File: config.mk
export PLATFORM = sky130hd
export DESIGN_NAME = fei4_emu_hit_source
export DESIGN_NICKNAME = d
export VERILOG_FILES = /design/src/rtl/fei4_emu_hit_source.sv
export SDC_FILE = /design/constraint.sdc
export NUM_CORES = 1
export LEC_CHECK = 0
export ABC_AREA = 1
export CAP_MARGIN = 30
export CELL_PAD_IN_SITES_DETAIL_PLACEMENT = 1
export CELL_PAD_IN_SITES_GLOBAL_PLACEMENT = 1
export CORE_MARGIN = 5
export CORE_UTILIZATION = 23
export CTS_CLUSTER_DIAMETER = 120
export DETAILED_ROUTE_END_ITERATION = 6
export GPL_TIMING_DRIVEN = 0
export PLACE_DENSITY = 0.45
export SYNTH_ARGS = -nofsm -noshare
export SYNTH_HDL_FRONTEND = slang
export SYNTH_SLANG_ARGS = --single-unit
File: constraint.sdc
create_clock -name clk -period 2.4 [get_ports clk]
set_input_delay 0.72 -clock clk [delete_from_list [all_inputs] [get_ports clk]]
set_output_delay 0.72 -clock clk [all_outputs]
set_load 0.005 [all_outputs]
File: src/rtl/fei4_emu_hit_source.sv
`default_nettype none
// ============================================================================
//  Module      : fei4_emu_hit_source
//  Description : Trigger-driven hit-data source for the FE-I4 emulator.
//                An accepted L1 trigger starts an event: after a programmable
//                latency one data header and n_hits pseudo-random data records
//                are written into an internal first-word-fall-through FIFO
//                that feeds the output serializer directly.
//  Ports       : clk, reset          - BC clock, synchronous active-high reset
//                enable, trigger_in  - trigger gating and L1 trigger pulse
//                bcr_in              - bunch-counter reset pulse
//                latency, n_hits     - per-event settings, sampled at trigger
//                read_fifo           - pop strobe from the serializer
//                data_word, empty,
//                full                - FIFO head word and status
//                busy, trig_dropped  - event in progress, rejected triggers
//  Revision    : 1.0 - initial release
// ============================================================================
module fei4_emu_hit_source #(
    parameter int          DEPTH     = 16,
    parameter int          AW        = 4,
    parameter int          LAT_W     = 8,
    parameter int          HITS_W    = 4,
    parameter logic [15:0] LFSR_SEED = 16'hACE1
) (
    input  logic              clk,
    input  logic              reset,
    input  logic              enable,
    input  logic              trigger_in,
    input  logic              bcr_in,
    input  logic [LAT_W-1:0]  latency,
    input  logic [HITS_W-1:0] n_hits,
    input  logic              read_fifo,
    output logic [23:0]       data_word,
    output logic              empty,
    output logic              full,
    output logic              busy,
    output logic [7:0]        trig_dropped
);

    localparam logic [1:0]  c_st_idle  = 2'd0;
    localparam logic [1:0]  c_st_wait  = 2'd1;
    localparam logic [1:0]  c_st_hdr   = 2'd2;
    localparam logic [1:0]  c_st_hits  = 2'd3;
    localparam logic [AW:0] c_full_cnt = (AW + 1)'(DEPTH);

    // ------------------------------------------------------------------------
    // State and datapath registers
    // ------------------------------------------------------------------------
    logic [1:0]        r_state;
    logic [1:0]        w_state_nxt;
    logic [LAT_W-1:0]  r_cnt;
    logic [HITS_W-1:0] r_hits_left;
    logic [7:0]        r_bcid;
    logic [7:0]        r_bcid_cap;
    logic [6:0]        r_lv1id;
    logic [6:0]        r_lv1id_cap;
    logic [15:0]       r_lfsr;
    logic [7:0]        r_trig_dropped;

    logic              w_trig_acc;
    logic              w_trig_drop;
    logic              w_wr_en;
    logic [23:0]       w_wr_data;
    logic              w_lfsr_adv;
    logic              w_lfsr_fb;

    // Record fields derived from the LFSR state before it advances
    logic [6:0]        w_col;
    logic [8:0]        w_row;
    logic [3:0]        w_tot1;

    // FIFO
    logic [23:0]       r_mem [DEPTH];
    logic [AW-1:0]     r_wptr;
    logic [AW-1:0]     r_rptr;
    logic [AW:0]       r_count;
    logic              w_rd_en;

    assign w_trig_acc  = trigger_in & enable & (r_state == c_st_idle);
    assign w_trig_drop = trigger_in & enable & (r_state != c_st_idle);

    assign w_lfsr_fb = r_lfsr[15] ^ r_lfsr[13] ^ r_lfsr[12] ^ r_lfsr[10];

    assign w_col  = {1'b0, r_lfsr[5:0]} + 7'd1;
    assign w_row  = {1'b0, r_lfsr[13:6]} + 9'd1;
    // 4'hF is reserved in the ToT field, so it folds onto 4'hE
    assign w_tot1 = (r_lfsr[3:0] == 4'hF) ? 4'hE : r_lfsr[3:0];

    // ------------------------------------------------------------------------
    // FSM: state register
    // ------------------------------------------------------------------------
    always_ff @(posedge clk) begin
        if (reset) begin
            r_state <= c_st_idle;
        end else begin
            r_state <= w_state_nxt;
        end
    end

    // ------------------------------------------------------------------------
    // FSM: next state and FIFO write request
    // ------------------------------------------------------------------------
    always_comb begin
        w_state_nxt = r_state;
        w_wr_en     = 1'b0;
        w_wr_data   = 24'h0;
        w_lfsr_adv  = 1'b0;
        case (r_state)
            c_st_idle: begin
                if (w_trig_acc) begin
                    w_state_nxt = c_st_wait;
                end
            end
            c_st_wait: begin
                if (r_cnt == '0) begin
                    w_state_nxt = c_st_hdr;
                end
            end
            c_st_hdr: begin
                if (!full) begin
                    w_wr_en     = 1'b1;
                    w_wr_data   = {5'b11101, 3'b001, 1'b0, r_lv1id_cap, r_bcid_cap};
                    w_state_nxt = (r_hits_left != '0) ? c_st_hits : c_st_idle;
                end
            end
            c_st_hits: begin
                // Entered only with at least one record outstanding
                if (!full) begin
                    w_wr_en    = 1'b1;
                    w_wr_data  = {w_col, w_row, w_tot1, 4'hF};
                    w_lfsr_adv = 1'b1;
                    if (r_hits_left == HITS_W'(1)) begin
                        w_state_nxt = c_st_idle;
                    end
                end
            end
            default: begin
                w_state_nxt = c_st_idle;
            end
        endcase
    end

    // ------------------------------------------------------------------------
    // Counters, captured event fields and LFSR
    // ------------------------------------------------------------------------
    always_ff @(posedge clk) begin
        if (reset) begin
            r_cnt          <= '0;
            r_hits_left    <= '0;
            r_bcid         <= 8'd0;
            r_bcid_cap     <= 8'd0;
            r_lv1id        <= 7'd0;
            r_lv1id_cap    <= 7'd0;
            r_lfsr         <= LFSR_SEED;
            r_trig_dropped <= 8'd0;
        end else begin
            r_bcid <= bcr_in ? 8'd0 : r_bcid + 8'd1;

            if (w_trig_acc) begin
                r_bcid_cap  <= r_bcid;
                r_lv1id_cap <= r_lv1id;
                r_lv1id     <= r_lv1id + 7'd1;
                r_hits_left <= n_hits;
                r_cnt       <= latency;
            end else begin
                if (r_state == c_st_wait && r_cnt != '0) begin
                    r_cnt <= r_cnt - LAT_W'(1);
                end
                if (w_lfsr_adv) begin
                    r_hits_left <= r_hits_left - HITS_W'(1);
                end
            end

            if (w_lfsr_adv) begin
                r_lfsr <= {r_lfsr[14:0], w_lfsr_fb};
            end

            if (w_trig_drop && r_trig_dropped != 8'hFF) begin
                r_trig_dropped <= r_trig_dropped + 8'd1;
            end
        end
    end

    // ------------------------------------------------------------------------
    // FIFO (first-word-fall-through). w_wr_en is already gated by !full,
    // so a read in the same cycle never lets a write through while full.
    // ------------------------------------------------------------------------
    assign w_rd_en = read_fifo & ~empty;

    always_ff @(posedge clk) begin
        if (w_wr_en) begin
            r_mem[r_wptr] <= w_wr_data;
        end
    end

    always_ff @(posedge clk) begin
        if (reset) begin
            r_wptr  <= '0;
            r_rptr  <= '0;
            r_count <= '0;
        end else begin
            if (w_wr_en) begin
                r_wptr <= r_wptr + AW'(1);
            end
            if (w_rd_en) begin
                r_rptr <= r_rptr + AW'(1);
            end
            case ({w_wr_en, w_rd_en})
                2'b10:   r_count <= r_count + (AW + 1)'(1);
                2'b01:   r_count <= r_count - (AW + 1)'(1);
                default: r_count <= r_count;
            endcase
        end
    end

    assign empty        = (r_count == '0);
    assign full         = (r_count == c_full_cnt);
    assign data_word    = empty ? 24'h0 : r_mem[r_rptr];
    assign busy         = (r_state != c_st_idle);
    assign trig_dropped = r_trig_dropped;

endmodule
`default_nettype wire

Word level (Yosys, flattened, before mapping) --
Memory sizes are Yosys's and may differ from the RTL's. A register that Yosys moved wholly into a read port is not among the register bits. Index checks and enable logic that the tools add are counted.
Word-level totals: flip-flop bits (word level) 81, bits in latches 0, RAM bits 384, ROM bits 0, bits of input ports 18, output and inout bits 35, word-level logic and storage cells 84, memories kept 1
Cells by class: add/subtract/negate cells 11, $mul 0, divide/modulo/power cells 0, $lt $le $gt $ge 0, equality and inequality tests 14, shift operators 0, muxes and demuxes 24, bitwise gates (word level) 8, reductions and logical operators 14
Memories:
- r_mem | depth 16, width 24, rd ports 1, clocked after memory_dff 1, write ports 1, line 74 | logic [23:0] r_mem [DEPTH];
Operators with widths (number):
- two-way mux 24 bit | 3
- case mux 24 bit (2 select lines) | 1
- two-way mux 4 bit | 5
- adder 8 x 1 -> 8 bit, second input constant | 2
- two-way mux 8 bit | 2
- two-way mux 2 bit | 6
- inequality test 2 bit, second input constant | 5
- case mux 5 bit (2 select lines) | 1
- adder 8 x 1 -> 9 bit, second input constant | 1
- adder 4 x 1 -> 4 bit, second input constant | 2
- logical NOT 8 bit | 1
- inequality test 8 bit, second input constant | 1
- case mux 2 bit (4 select lines) | 1
- nonzero test 2 bit | 4
- nonzero test 8 bit | 1
- subtractor 8 x 1 -> 8 bit, second input constant | 1
- adder 6 x 1 -> 7 bit, second input constant | 1
- adder 7 x 1 -> 7 bit, second input constant | 1
- equality test 2 bit, second input constant | 3
- adder 5 x 1 -> 5 bit, second input constant | 1
- equality test 5 bit, second input constant | 1
- logical NOT 5 bit | 1
- two-way mux 1 bit | 5
- AND reduction 5 bit | 1
- other kinds (12) | 20

Logic depth before layout (Yosys ltp) --
Gate-level depths: netlist of the first run.
depth after elaboration 5, depth in mapped cells 15, depth with buffers taken out 15

Worst setup path after synthesis of the first run --
OpenSTA, ideal clock, no wires.
kind register to register, from register r_count[1], to memory r_mem[0][0] (enable), library setup time 405 ps, arrival time 2012 ps, path slack -16 ps, cell stages (with the launch flop) 8, buffers on the path 1, clock period less this slack 2416 ps, cells stage by stage dfxtp_1 -> nor2_1 -> nand3_2 -> nand2_2 -> buf_6 -> inv_2 -> nand2_1 -> nor2_1
Between the ends: word-level cells in the longest chain between the ends 5
RTL lines:
- start: declaration | line 77 | logic [AW:0] r_count;
- start signal: assignment | line 210 | 2'b10: r_count <= r_count + (AW + 1)'(1);
- start signal: assignment | line 211 | 2'b01: r_count <= r_count - (AW + 1)'(1);
- start signal: assignment | line 212 | default: r_count <= r_count;
- equality test 5 bit | line 218 | assign full = (r_count == c_full_cnt);
- two-way mux 1 bit | line 121, 129
- two-way mux 1 bit
- two-way mux 1 bit | line 192 | if (w_wr_en) begin
- two-way mux 1 bit (not written as such) | line 193 | r_mem[r_wptr] <= w_wr_data;
- end: declaration | line 74
No other way between the ends.

==> qor.txt, run 1 <==
Design Power: 0.02837 W
Tcrit/Tclk final: 132.5%
CTS hold repair buffers: 0
DR vias/cell: 4.669
Number of max-cap violations: 0
Critical path arrival: 2.46 ns
GPL Wtd Cong: 0.7604
Type of the worst min-delay path: register to register
Status: finished with violations
Post-synth cell types: 44
Drt drc: 0
Crit path required time: 1.68 ns
Mux cell area share after synthesis: 0%
Chip width: 298.9 µm
Ys async rst share: 0%
Reg2Reg Depth: 8
Synth Area per Inst: 11.60 µm²
Root Buffer: clkbuf_16
Pleak: 8.881 nW
Final Max Tran Viols: 0
WS Path Type: register to primary output
CTS tree: done
Failing checks: setup timing
Nature of the critical path endpoint: primary output
Die Area: 89330 µm²
VDD IR max: 505.9 µV
Final setup violation count: 26
Main synth FF type: edfxtp_1
Total grt overflow: 0
Highest Clock Rate: 314.6 MHz
Initial DRT Pass Iterations: 5
Total track usage: 15.50%
Post-placement cell count: 2810
Via count: 13910
Post-synthesis xor/xnor area fraction: 0.7301%
Layout cells sized above 1: 28.66%
Clock skew: 0.03699 ns
Final Non-Filler Cells: 2980
1st-iter DRT viols: 796
Mapped Cells: 1654
Nets: 1889
Synth Warn #: 0
Slew margin rel.: 31.85%
Reg clk slew, reported paths: 0.06 ns
Pwr Density: 1084 nW/µm²
Site Rows: 106
Initial Util: 23.08%
Final WL: 71460 µm
Final hold vios: 0
Post-synthesis adder-cell area fraction: 1.173%
Post-synth EDFFs: 384
DIE HEIGHT: 298.9 µm
Antenna violations before repair: 1
Drt wl/cell: 23.98 µm
Worst-skew pair later-pin latency: 0.63 ns
Placed Area: 21600 µm²
Setup crit start kind: register
Number of synthesized register bits: 469
Minimum clock period: 3.179 ns
H-tree depth: 2
DP HPWL: 46450 µm
Worst Hold Margin: 0.4555 ns
Worst Max-Slew Pin Slew: 1.022 ns
Worst reg2reg setup slack: 0.02 ns
PortBufs: 51
CTS Buffer Depth: 3
Final instance area: 26160 µm²
Most common cell after layout, fill and taps aside: edfxtp_1
Synth Area in Simple Gates: 11.10%
Compound-Gate Fraction of Synth Area: 13.84%
Core area: 83160 µm²
Post-route setup slack: -0.7789 ns
Antenna Violating Nets Remaining: 0
Hold path depth: 1
Mapped Area: 19190 µm²
I/O pins: 53
Synth Net Count: 1690
Area Overhead vs Synth: 36.28%
CTS buffer count: 54
Crit Path Max Fanout: 10
Largest net degree at the start of global routing: 25
Register area share after synthesis: 68.94%
Vias in the first global route: 14860
Largest family of logic cells by synthesized area: compound AO/OA/AOI/OAI gates
RSZ-0062 raised after global routing: yes
Clk sinks: 469
Most frequent cells in the layout: 384 x edfxtp_1, 257 x nor2_1, 177 x o21ai_0
First-pass GRT wire length: 102800 µm
## area by class of cell
type | instances | area (µm²)
fillers | 8928 | 57000
flip-flops and latches | 469 | 13270
multi-input cells | 1010 | 6471
repair buffers | 143 | 1792
clock buffers | 62 | 1403
well taps | 1080 | 1351
plain buffers | 98 | 1105
clock inverters | 39 | 436.7
inverters | 77 | 327.8
diodes | 2 | 5.005
## sequential cells by signal (all words and copies together), names as in the netlist, named ones only
name and cells:
r_mem 384, trig_dropped 8, r_hits_left 4, r_cnt 8, r_count 5, r_lv1id 7
r_lv1id_cap 7, r_rptr 4, r_bcid 8, r_bcid_cap 8, r_state 2, r_lfsr 16
r_wptr 4
## cell families after synthesis
family,count (synthesis)
buffers and inverters,177
adders and majority gates,18
AOI/OAI and AO/OA,462
xor gates and xnor gates,16
and+or+nand+nor,512
DFF,469
## worst max-delay path, cell delays in order, from the launching register on
cell	delay (ns)
dfxtp_4	0.39
buf_12	0.17
clkinv_16	0.09
buf_16	0.16
buf_12	0.15
o21ai_1	0.06
o22ai_1	0.12
nor2_1	0.07
nor2_1	0.19
o21ai_2	0.11
a21oi_2	0.19
buf_2	0.14
## repair_timing
action / 4_1_cts / 5_1_grt
pin swaps: 120 / 79
setup endpoints to repair: 284 / 141
resized for setup: 490 / 161
cloned: 14 / 10
buffers inserted: 38 / 11
## power breakdown
group	switching (W)	internal [W]	total [W]	leakage (nW)
combinational	0.00594	0.00394	0.00989	3.85
sequential	0.000320	0.00954	0.00986	4.13
clock	0.00356	0.00506	0.00862	0.897
## through the flow
step	util (%)	TNS (ns)	worst slack [ns]
finish	31.46	-17.26	-0.7789
global route	31.45	-20.40	-0.8513
CTS	30.51	-19.09	-0.8426
detailed placement	25.98	-64.21	-1.373
global placement	25.32	-873.26	-1.902
floorplan	-	-5.302	-0.01646
## path summary, 6_finish.rpt
path	end	start
max	data_word[22]	register
min	r_bcid[7]	r_bcid[7]
max reg2reg	r_mem[1][11]	r_count[3]
min reg2reg	r_bcid[7]	r_bcid[7]
## Yosys cell counts (2+ instances only)
master    number  area [µm²]
a31oi_1        3       18.77
a21oi_1       74       370.4
nand2_2        2       12.51
clkbuf_1      37       138.9
inv_1         68       255.2
clkbuf_2       4       20.02
ha_1          18       225.2
nand4_1        5       31.28
nor3_2         2       20.02
buf_1          2       7.510
buf_6          7       78.83
clkinv_1       2       7.510
o221ai_1      72       630.6
nor2_4         2       22.52
dfxtp_1       85        1702
nor2_1       308        1156
o21ai_1       33       165.2
inv_2          6       22.52
o211ai_1       9       67.56
o21ai_0      242        1211
nand3_2        3       30.03
o22ai_1       24       150.1
nand2_1       99       371.6
nand3_1       72       360.4
buf_4          9       67.56
buf_2         41       205.2
edfxtp_1     384       11530
nor3_1        10       50.05
xnor2_1        4       35.03
nor2_2         2       12.51
xor2_1        12       105.1
## layer usage
metal	wire length [µm]	part of all wire, %	global-route usage, %	vias to the layer above
met3	2600	3.6	2.775	100
met2	34920	49	26.60	244
li1	-	-	-	6456
met5	0	0	0	-
met4	1686	2.4	3.812	0
met1	32250	45	20.39	7114
Power figures use the tool's default switching activity.
==> run 2, diff against run 1 <==
Settings changed: PLACE_DENSITY 0.45 to default, PLACE_DENSITY_LB_ADDON from default to 0.1, RECOVER_POWER from default to 100.
Clock period 2.4 ns to 4.1 ns, I/O delays scaled along.
==> qor.txt, run 2 (same netlist as run 1, synthesis figures left out) <==
Status: finished with violations
Failing checks: capacitance limit, slew limit
Antenna violations before repair: 3 (+2)
Final hold vios: 0 (unchanged)
Core area: 83160 µm² (unchanged)
Drt wl/cell: 24.24 µm (+1.1%)
Delay-heaviest family, CP: buffers and inverters
Pint: 0.009904 W (-47%)
Chip width: 298.9 µm (unchanged)
Initial DRT Pass Iterations: 4 (-1)
CTS hold repair buffers: 0 (unchanged)
CTS tree: done
Via count: 13420 (-3.5%)
Crit-path max cell delay: 0.39 ns (about the same)
Worst-skew pair later-pin latency: 0.63 ns (about the same)
DP HPWL: 48450 µm (+4.3%)
Clk sinks: 469 (unchanged)
Area Overhead vs Synth: 23.65%
First-pass GRT wire length: 101900 µm (-0.86%)
Crit Path Max Fanout: 10 (unchanged)
RSZ-0062 raised after global routing: yes
Most frequent cells in the layout: 384 x edfxtp_1, 306 x nor2_1, 246 x o21ai_0
Final Max Tran Viols: 151 (+151)
Largest net degree at the start of global routing: 25 (unchanged)
GPL Wtd Cong: 0.7337 (-3.5%)
Critical path's slowest cell: o221ai_1
Total grt overflow: 0 (unchanged)
Slew margin rel.: -61.67% (-94 points)
Final setup violation count: 0 (-100%)
Nets: 1824 (-3.4%)
Nature of the critical path endpoint: primary output
Setup crit start kind: register
Reg2Reg Depth: 8 (unchanged)
Routing usage on met2: 26.10% (-0.50 points)
PortBufs: 51 (unchanged)
Clock skew: 0.04379 ns (+0.006801 ns)
Total track usage: 15.49% (about the same)
Most flops, register: r_mem
Max FFs per register: 384 (unchanged)
1st-iter DRT viols: 746 (-6.3%)
DR vias/cell: 4.604 (-1.4%)
Vias in the first global route: 14180 (-4.6%)
Switch share: 34.67% (+0.060 points)
Worst Max-Slew Pin Slew: 2.400 ns (+1.377 ns)
CTS Buffer Depth: 3 (unchanged)
Gate power share: 30.1% (-4.8 points)
Final WL: 70650 µm (-1.1%)
Design Power: 0.01516 W (-47%)
WP buf/inv: 5 (unchanged)
Pleak: 8.116 nW (-8.6%)
Pwr Density: 638.8 nW/µm² (-41%)
Reg clk slew, reported paths: 0.06 ns (about the same)
Root Buffer: clkbuf_16
Critical path arrival: 2.76 ns (+0.30 ns)
Critical path depth: 9 (-2)
Seq pwr share: 38.1% (+3.3 points)
Most Crowded Layer GR: met2
Initial Util: 23.08% (unchanged)
Most common cell after layout, fill and taps aside: edfxtp_1
Tcrit/Tclk final: 97.28%
Die Area: 89330 µm² (unchanged)
Crit path required time: 2.87 ns (+1.19 ns)
WS Path Type: register to primary output
Final Util: 28.54% (-2.9 points)
Largest registers: r_mem x384, r_lfsr x16
Site Rows: 106 (unchanged)
H-tree depth: 2 (unchanged)
DIE HEIGHT: 298.9 µm (unchanged)
Number of max-cap violations: 10 (+10)
Drt drc: 0 (unchanged)
Layout cells sized above 1: 13.79% (-15 points)
Type of the worst min-delay path: register to register
Met3 Use GR: 2.092% (-0.68 points)
Highest Clock Rate: 250.7 MHz
I/O pins: 53 (unchanged)
P_sw: 0.005256 W (-46%)
M1 GR Usage: 21.32% (+0.93 points)
CTS buffer count: 55 (+1.9%)
Minimum clock period: 3.988 ns
VDD IR max: 306.4 µV (-39%)
Hold path depth: 2 (+1)
Clk network pwr share: 31.8% (+1.4 points)
Critical path cell sequence: buf_6 > inv_8 > clkbuf_16 > buf_8 > o21ai_0 > o221ai_1 > nand3_2 > a21oi_4 > dlygate4sd2_1
Antenna Violating Nets Remaining: 0 (unchanged)
run 2: power groups by stage:
stage	registers (W)	logic, W	clock network [W]
finish	0.00577	0.00456	0.00482
global route	0.00581	0.00500	0.00518
CTS	0.00577	0.00477	0.00500
detailed placement	0.00586	0.00430	0
global placement	0.00588	0.00417	0
floorplan	0.00580	0.00222	0
run 2: final timing paths:
| check | startpoint | end | slack, ns |
|---|---|---|---|
| worst min-delay path | trig_dropped[4] | trig_dropped[4] | 0.46 |
| worst max-delay path | register | data_word[7] | 0.11 |
| worst min register to register | trig_dropped[4] | trig_dropped[4] | 0.46 |
| worst max register to register | r_count[2] | r_mem[6][13] | 0.33 |
run 2: worst register-to-register path: cells and delay by family, from the launching register on:
family / cells / cell delay (ns)
AND/OR/NAND/NOR: 5 / 2.12
buffers and inverters: 3 / 0.93
flip-flops: 1 / 0.42
run 2: timing repair:
item | in CTS | in global routing
endpoints found under the hold margin | 0 | 0
gates resized for setup | 195 | 39
pin swaps | 30 | 37
gates cloned | 0 | 2
setup endpoints to repair | 25 | 20
setup buffers | 1 | 0
run 2: final cells by class:
type,count,area (µm²)
Fill cell,9105,59420
Sequential cell,469,13240
Multi-Input combinational cell,1008,5513
Clock buffer,67,1453
Tap cell,1080,1351
Buffer,100,828.3
Timing Repair Buffer,77,743.2
Inverter,77,304.0
Clock inverter,36,299.0
Antenna cell,1,2.502
run 2: per-layer routing:
metal	share of wire (%)	vias up
met4	1.6	0
met5	0	-
met3	3.1	74
met1	48	6851
met2	48	198
li1	-	6299
run 2: metrics by stage:
step | setup TNS (ns) | instances | setup slack [ns] | cell area [µm²] | hold WS (ns)
final | 0 | 2915 | 0.1116 | 23730 | 0.4564
after global routing | -0.03984 | 2914 | -0.02965 | 23730 | 0.4804
after CTS | -0.4034 | 2912 | -0.05594 | 24090 | 0.4695
after detailed placement | -2.330 | 2808 | -0.2898 | 21620 | 0.4541
after global placement | -37.79 | 2785 | -0.4192 | 21060 | 0.4449
after floorplan | 0 | 1654 | 1.591 | 19190 | 0.4165
==> run 3, diff against run 2 <==
Clock period 4.1 ns to 4.9 ns, I/O delays scaled along.
==> qor.txt, run 3 (same netlist as run 1, synthesis figures left out) <==
Drt drc: 0 (unchanged)
DIE HEIGHT: 298.9 µm (unchanged)
Die Area: 89330 µm² (unchanged)
Nature of the critical path endpoint: primary output
DR vias/cell: 4.596 (-0.17%)
Site Rows: 106 (unchanged)
Final WL: 70210 µm (-0.62%)
Hold path depth: 2 (unchanged)
Total track usage: 15.46% (-0.037 points)
Worst Max-Slew Pin Slew: 2.676 ns (+0.2761 ns)
Initial DRT Pass Iterations: 5 (+1)
Largest registers: r_mem x384, r_lfsr x16
CTS hold repair buffers: 0 (unchanged)
Via count: 13390 (-0.21%)
Final setup violation count: 0 (unchanged)
Failing checks: capacitance limit, slew limit
Layout cells sized above 1: 8.356% (-5.4 points)
CTS buffer count: 55 (unchanged)
Crit path required time: 3.43 ns (+0.56 ns)
Number of max-cap violations: 20 (+10)
VDD IR max: 258.9 µV (-16%)
Initial Util: 23.08% (unchanged)
Post-route setup slack: 0.1296 ns (+0.01802 ns)
Chip width: 298.9 µm (unchanged)
Minimum clock period: 4.770 ns
Clock skew: 0.04374 ns (-0.00005170 ns)
Vias in the first global route: 14140 (-0.31%)
Drt wl/cell: 24.10 µm (-0.59%)
Final Max Tran Viols: 397 (+160%)
Status: finished with violations
Final hold vios: 0 (unchanged)
Reg clk slew, reported paths: 0.06 ns (about the same)
Nets: 1821 (-0.16%)
PortBufs: 51 (unchanged)
Antenna violations before repair: 4 (+1)
Total grt overflow: 0 (unchanged)
Area Overhead vs Synth: 19.25%
Tcrit/Tclk final: 97.35%
Post-placement cell count: 2808 (unchanged)
Antenna Violating Nets Remaining: 0 (unchanged)
GPL Wtd Cong: 0.7337 (unchanged)
Critical path arrival: 3.30 ns (+0.54 ns)
Root Buffer: clkbuf_16
Setup crit start kind: register
Type of the worst min-delay path: register to register
I/O pins: 53 (unchanged)
Final Non-Filler Cells: 2914 (-0.034%)
RSZ-0062 raised after global routing: no
Pleak: 7.600 nW (-6.4%)
H-tree depth: 2 (unchanged)
CTS tree: done
Slew margin rel.: -80.27% (-19 points)
DP HPWL: 48450 µm (unchanged)
First-pass GRT wire length: 101600 µm (-0.30%)
Most common cell after layout, fill and taps aside: edfxtp_1
Most flops, register: r_mem
Highest Clock Rate: 209.6 MHz
Worst slack at placement: 0.2702 ns (+0.5600 ns)
Worst-skew pair later-pin latency: 0.63 ns (about the same)
Largest net degree at the start of global routing: 25 (unchanged)
Max FFs per register: 384 (unchanged)
Most frequent cells in the layout: 384 x edfxtp_1, 306 x nor2_1, 247 x o21ai_0
CTS Buffer Depth: 3 (unchanged)
Core area: 83160 µm² (unchanged)
Crit Path Max Fanout: 10 (unchanged)
Clk sinks: 469 (unchanged)
Reg2Reg Depth: 8 (unchanged)
Pwr Density: 537.2 nW/µm² (-16%)
1st-iter DRT viols: 745 (-0.13%)
WS Path Type: register to primary output
run 3: changes by cell type in the layout (fill, tap and decap cells not counted), sizes merged:
cell,delta
dlygate4sd2,-4
clkinvlp,-1
dlymetal6s2s,-15
inv,+1
clkdlybuf4s25,-2
buf,-5
clkbuf,+2
clkdlybuf4s50,+12
dlygate4sd3,+9
diode,+2
run 3: final timing paths:
path | start | endpoint | slack [ns]
worst max register to register | r_count[1] | r_mem[13][5] | 0.55
worst max-delay path | register | data_word[13] | 0.13
worst min register to register | trig_dropped[4] | trig_dropped[4] | 0.46
worst min-delay path | trig_dropped[4] | trig_dropped[4] | 0.46
run 3: stage by stage:
step                utilization, %  TNS (ns)  power (W)  area (µm²)  hold WS [ns]
floorplan                        -         0   0.006706       19190        0.4165
global placement             25.32         0   0.008406       21060        0.4449
detailed placement           25.99         0   0.008503       21620        0.4541
CTS                          28.14  -0.01534    0.01263       23400        0.4695
global route                 27.52         0    0.01298       22880        0.4804
finish                       27.53         0    0.01230       22890        0.4563
run 3: critical path: stages, from the launching register on:
cell and delay, ns:
dfxtp_2 0.51, buf_4 0.34, buf_2 0.30, o21ai_0 0.14, o221ai_1 0.20, nand3_1 0.21
a21oi_1 0.42, clkdlybuf4s50_1 0.58
run 3: report_power, final:
part / switching (W) / internal (W) / total, W
Clock: 0.00172 / 0.00232 / 0.00404
Sequential: 0.000155 / 0.00467 / 0.00483
Combinational: 0.00236 / 0.00107 / 0.00343
run 3: final cells by class:
| cell class | instances | area, µm² |
|---|---|---|
| Antenna cell | 3 | 7.507 |
| Buffer | 100 | 514.2 |
| Clock buffer | 67 | 1453 |
| Clock inverter | 36 | 299.0 |
| Fill cell | 9201 | 60270 |
| Inverter | 77 | 292.8 |
| Multi-Input combinational cell | 1008 | 5140 |
| Sequential cell | 469 | 13240 |
| Tap cell | 1080 | 1351 |
| Timing Repair Buffer | 74 | 596.8 |
run 3: routing by layer:
metal | share of wire [%] | vias to the layer above | GRT usage [%]
met5 | 0 | - | 0
met4 | 1.7 | 0 | 3.423
met3 | 3.4 | 80 | 2.063
met2 | 48 | 217 | 26.07
met1 | 47 | 6813 | 21.29
li1 | - | 6284 | -
run 3: what timing repair did:
| item | 4_1_cts | 5_1_grt |
|---|---|---|
| setup endpoints to repair | 24 | 10 |
| resized for setup | 16 | 5 |
| hold endpoints to repair | 0 | 0 |
| setup buffers | 0 | 0 |
| pin swaps | 0 | 0 |
